**config.mk**
```make
export PLATFORM = sky130hd
export DESIGN_NAME = byte_demux
export DESIGN_NICKNAME = d
export VERILOG_FILES = /design/src/rtl/byte_demux.sv
export SDC_FILE = /design/constraint.sdc
export NUM_CORES = 1
export LEC_CHECK = 0
export CAP_MARGIN = 20
export CORE_ASPECT_RATIO = 0.7
export CORE_UTILIZATION = 39
export CTS_BUF_LIST = sky130_fd_sc_hd__clkbuf_8 sky130_fd_sc_hd__clkbuf_16
export CTS_CLUSTER_SIZE = 16
export DETAILED_ROUTE_END_ITERATION = 8
export PLACE_DENSITY = 0.75
export SETUP_SLACK_MARGIN = 0.2
export SKIP_CTS_REPAIR_TIMING = 1
export SLEW_MARGIN = 40
export SYNTH_ARGS = -nofsm -noshare
export SYNTH_HDL_FRONTEND = slang
export SYNTH_SLANG_ARGS = --single-unit
```
**constraint.sdc**
```tcl
create_clock -name CLK -period 1.6 [get_ports CLK]
set_clock_uncertainty 0.2 [all_clocks]
set_input_delay 0.32 -clock CLK [delete_from_list [all_inputs] [get_ports CLK]]
set_output_delay 0.32 -clock CLK [all_outputs]
set_load 0.03 [all_outputs]
```
**src/rtl/byte_demux.sv**
```systemverilog
// Byte-wide 1-to-2 distributor: steers each input byte to output 0 or 1 by SEL into a one-entry holding register per output.
// Latency: 1 cycle from input handshake to Vn high; drain and reload on the same edge sustain 1 byte/cycle per path.
// Backpressure: DR drops only when the selected output is full and its consumer is stalled; the other path is never blocked.
// Optional: define BYTE_DEMUX_CNT_EN to add 8-bit per-output transfer counters CNT0/CNT1.
module byte_demux #(
    parameter int WIDTH = 8
) (
    input  logic             CLK,
    input  logic             RST,
    input  logic [WIDTH-1:0] D,
    input  logic             DV,
    output logic             DR,
    input  logic             SEL,
    output logic [WIDTH-1:0] Q0,
    output logic             V0,
    input  logic             R0,
    output logic [WIDTH-1:0] Q1,
    output logic             V1,
    input  logic             R1
`ifdef BYTE_DEMUX_CNT_EN
    ,
    output logic [7:0]       CNT0,
    output logic [7:0]       CNT1
`endif
);

    typedef enum logic {
        EMPTY = 1'b0,
        FULL  = 1'b1
    } slot_t;

    slot_t st0, st0_nxt;
    slot_t st1, st1_nxt;

    logic load0, load1;
    logic drain0, drain1;

    // Each slot's valid is simply its occupancy state.
    assign V0 = (st0 == FULL);
    assign V1 = (st1 == FULL);

    // A slot can accept when empty or when its current byte leaves on this edge.
    assign DR = SEL ? (!V1 | R1) : (!V0 | R0);

    assign load0  = DV & DR & ~SEL;
    assign load1  = DV & DR &  SEL;
    assign drain0 = V0 & R0;
    assign drain1 = V1 & R1;

    // Slot occupancy registers; reset discards any pending bytes.
    always_ff @(posedge CLK or posedge RST) begin
        if (RST) begin
            st0 <= EMPTY;
            st1 <= EMPTY;
        end else begin
            st0 <= st0_nxt;
            st1 <= st1_nxt;
        end
    end

    // Next-state: fill on load, empty on drain without a simultaneous reload.
    always_comb begin
        st0_nxt = st0;
        st1_nxt = st1;
        case (st0)
            EMPTY: if (load0) st0_nxt = FULL;
            FULL:  if (drain0 && !load0) st0_nxt = EMPTY;
        endcase
        case (st1)
            EMPTY: if (load1) st1_nxt = FULL;
            FULL:  if (drain1 && !load1) st1_nxt = EMPTY;
        endcase
    end

    // Holding data; retains the last byte after it drains.
    always_ff @(posedge CLK or posedge RST) begin
        if (RST) begin
            Q0 <= '0;
            Q1 <= '0;
        end else begin
            if (load0) Q0 <= D;
            if (load1) Q1 <= D;
        end
    end

`ifdef BYTE_DEMUX_CNT_EN
    // Per-output transfer counters, free-running with natural 8-bit wrap.
    always_ff @(posedge CLK or posedge RST) begin
        if (RST) begin
            CNT0 <= 8'd0;
            CNT1 <= 8'd0;
        end else begin
            if (drain0) CNT0 <= CNT0 + 8'd1;
            if (drain1) CNT1 <= CNT1 + 8'd1;
        end
    end
`endif

endmodule

```
### Word-level counts from Yosys, hierarchy flattened

Cells that the tools add are included.

| storage, ports and cells | value |
|---|---|
| bits of input ports | 14 |
| register bits | 18 |
| output and inout port bits | 19 |

| cells by class | value |
|---|---|
| multiplexer cells | 7 |
| reduce and logical (&&, ||, !) cells | 6 |
| bitwise logic cells | 10 |

Operator list:

| kind | count |
|---|---|
| $and A1 B1 Y1 | 5 |
| $mux W1 | 5 |
| $logic_not A1 Y1 | 4 |
| $pmux W1 S2 | 2 |
| $not A1 Y1 | 3 |
| $logic_and A1 B1 Y1 | 2 |
| $or A1 B1 Y1 | 2 |

### Longest topological paths before layout

| logic depth | value |
|---|---|
| word-level depth | 9 |
| mapped depth | 3 |
| depth with buffers taken out | 3 |

### Least setup slack after synthesis

OpenSTA, ideal clock, no wires.

| timing | value |
|---|---|
| path type | flip-flop to output port |
| from | register st1, in the netlist V1 |
| to | output DR |
| stages on the path, launching flop included | 3 |
| setup slack | -0.097 ns |
| buffers on the path | 0 |
| arrival time | 1.177 ns |
| required time | 1.080 ns |
| cells stage by stage | dfrtp_1 > nor2b_4 > a21oi_1 |

| on the way | value |
|---|---|
| longest elaborated chain between the ends | 3 |

Ends and longest elaborated chain:

| item | RTL line | source |
|---|---|---|
| from (decl) | 33 | `slot_t st1, st1_nxt;` |
| from (signal assigned) | 57 | `st1 <= st1_nxt;` |
| $logic_not A1 Y1 | 43 | `assign DR = SEL ? (!V1 \| R1) : (!V0 \| R0);` |
| $or A1 B1 Y1 | 43 |  |
| $mux W1 | 43 |  |
| to (decl) | 12 | `output logic DR,` |

Every way passes these cells.

### Final worst setup path

| timing | value |
|---|---|
| from | register st0, in the netlist V0 |
| to | output DR |

| on the way | value |
|---|---|
| longest elaborated chain between the ends | 3 |

Ends and longest elaborated chain:

| item | RTL line | source |
|---|---|---|
| from (decl) | 32 | `slot_t st0, st0_nxt;` |
| from (signal assigned) | 56 | `st0 <= st0_nxt;` |
| $logic_not A1 Y1 | 43 |  |
| $or A1 B1 Y1 | 43 |  |
| $mux W1 | 43 |  |

Every way passes these cells.

==> run summary <==
Req. time, crit path: 1.08 ns
Placed Area: 1090 um2
Filler Cells Inserted: 122
Core area: 1670 um2
ANT nets after route: 0
Yosys reg bits: 18
Clock buffer depth: 2
RSZ-0062 raised after global routing: yes
Initial core utilization: 43.6%
First-pass GRT wire length: 2.22 mm
Router iterations before antenna repair: 2
PwrDens: 1180 nW/um2
NumNets Final: 99
Total negative slack: 0 ns
Reg2reg end: Q1[6]
Final WL: 1.65 mm
CP Max Fanout: 3
Global placement routability congestion: 0.649
Cell type with the largest total area after synthesis: dfrtp_1
Yosys top cell area share: 62.0%
Worst slew pin tran: 0.354 ns
Layout cells sized above 1: 58.3%
Most common cell after layout, fill and taps aside: clkbuf_2
Critical path endpoint category: output pin
Power Total: 1.37 mW
Die X-Extent: 53.6 um
CTS HTree Levels: 1
Pre-CTS setup slack: -0.357 ns
CTS clk-pin slew, worst paths: 0.07 ns
Via/cell ratio: 4.66
Global route total overflow: 0
Die area: 2040 um2
Leak Pwr: 0.623 nW
Design area: 1160 um2
Unique masters post-synth: 13
Setup slack, reg-to-reg: 0.07 ns
Antenna diodes: 0
Root Buffer: clkbuf_8
Synthesized area: 727 um2
Rows: 12
Largest net degree at the start of global routing: 19
Highest Clock Rate: 0.629 GHz
Initial DRC count: 5
Seq/Total Area, Yosys: 62.0%
Outcome: finished clean
DR WL/cell: 15.8 um
Fin. max-slew vios: 0
Final WS setup: 0.0113 ns
VDD IR max: 0.000871 V
CTS sink cnt: 18
Area Growth Syn to Fin: 59.6%
Max_cap viols: 0
Min Tclk post-route: 1.59 ns
Worst-skew pair later-pin latency: 0.25 ns
Via Count: 489
Synth warn: 0
Gate Count Post-Synth: 45
Reg2reg start: V1
# IOs: 33
Final hold vios: 0
Worst setup path startpoint: V0
CTS tree: yes
DP HPWL: 1.09 mm
Worst Reg-to-Reg Cells: 4
Worst Path Arrival: 1.07 ns
Post-synth net total: 59
Port-buffer cells: 32
CP Launch Type: flip-flop
Crit path kind: reg -> out
Most frequent cells in the layout: clkbuf_2 (17), dfrtp_1 (16), mux2_4 (16)
DRC Markers: 0
Tcrit/Tclk final: 99.3%
Area contributors post-synth: dfrtp_1 (62%), mux2_2 (20%), mux2_1 (4.6%)
CP Capture Point: DR
Number of global-route vias before repair: 506
Slew margin rel.: 76.3%
Post-Syn Area per Cell: 16.2 um2
Final setup fails: 0
TritonCTS buffer count: 3
DIE HEIGHT: 38.1 um
GRT Total Usage: 16.4%
Initial antenna violation count: 0
HP Class: in -> async
## synth_stat cells
master,instances
a21oi_1,1
nand2_2,1
mux2_1,3
inv_1,2
nand2b_1,1
mux2_2,13
dfrtp_1,18
o21ai_0,1
nand3b_4,1
nor2_1,1
nor2_8,1
nand2b_2,1
nor2b_4,1
## stage by stage
step / std cells / hold WS (ns) / utilization, %
final: 105 / 0.181 / 69.6
after global routing: 105 / 0.215 / 69.6
after CTS: 103 / 0.184 / 68.2
after detailed placement: 99 / 0.278 / 65.5
after global placement: 99 / 0.278 / 65.5
after floorplan: 45 / 0.0584 / -
## metal layers
layer  up-vias  global-route usage, %  share of wire [%]
met5         -                      0                  0
met4         0                   3.95                  0
met3         0                   8.33                7.0
met2        21                   26.3                 46
met1       237                   19.5                 47
li1        231                      -                  -
## area by class of cell
cell class,count,area (um2),area share (%)
Clock buffer,3,41.3,3.56
Clock inverter,1,3.75,0.324
Inverter,2,7.51,0.647
Multi-Input combinational cell,25,353,30.4
Sequential cell,18,453,39.1
Tap cell,21,26.3,2.27
Timing Repair Buffer,35,275,23.7
## how the worst min path moves through the flow
stage / start / endpoint / slack [ns]
floorplan: RST / Q0[0] / 0.06
global placement: Q1[4] / Q1[4] / 0.28
detailed placement: Q1[4] / Q1[4] / 0.28
global route: RST / Q1[1] / 0.22
finish: RST / Q1[1] / 0.18
CTS: RST / Q1[1] / 0.18
## where the power goes
part / internal, mW / switching [mW]
sequential: 0.534 / 0.0458
combinational: 0.206 / 0.268
clock: 0.170 / 0.146
total: 0.911 / 0.460
## registers in the layout, summed over array words and instances, names as in the netlist
| register | cells |
|---|---|
| Q0 | 8 |
| Q1 | 8 |
| V0 | 1 |
| V1 | 1 |
## logic make-up (layout without fill, tap and decap cells)
| family | Yosys count | after routing | synth area share (%) |
|---|---|---|---|
| simple gates | 7 | 7 | 10.8 |
| buf+inv | 2 | 41 | 1.03 |
| mux | 16 | 16 | 24.8 |
| flops | 18 | 18 | 62.0 |
| compound gates | 2 | 2 | 1.38 |
## worst max-delay path: stages, from the launching register on
cell      delay [ns]
dfrtp_2         0.42
nand2b_4        0.09
nor2_4          0.04
a21oi_4         0.13
buf_6           0.14
(Power assumes the default switching activity.)
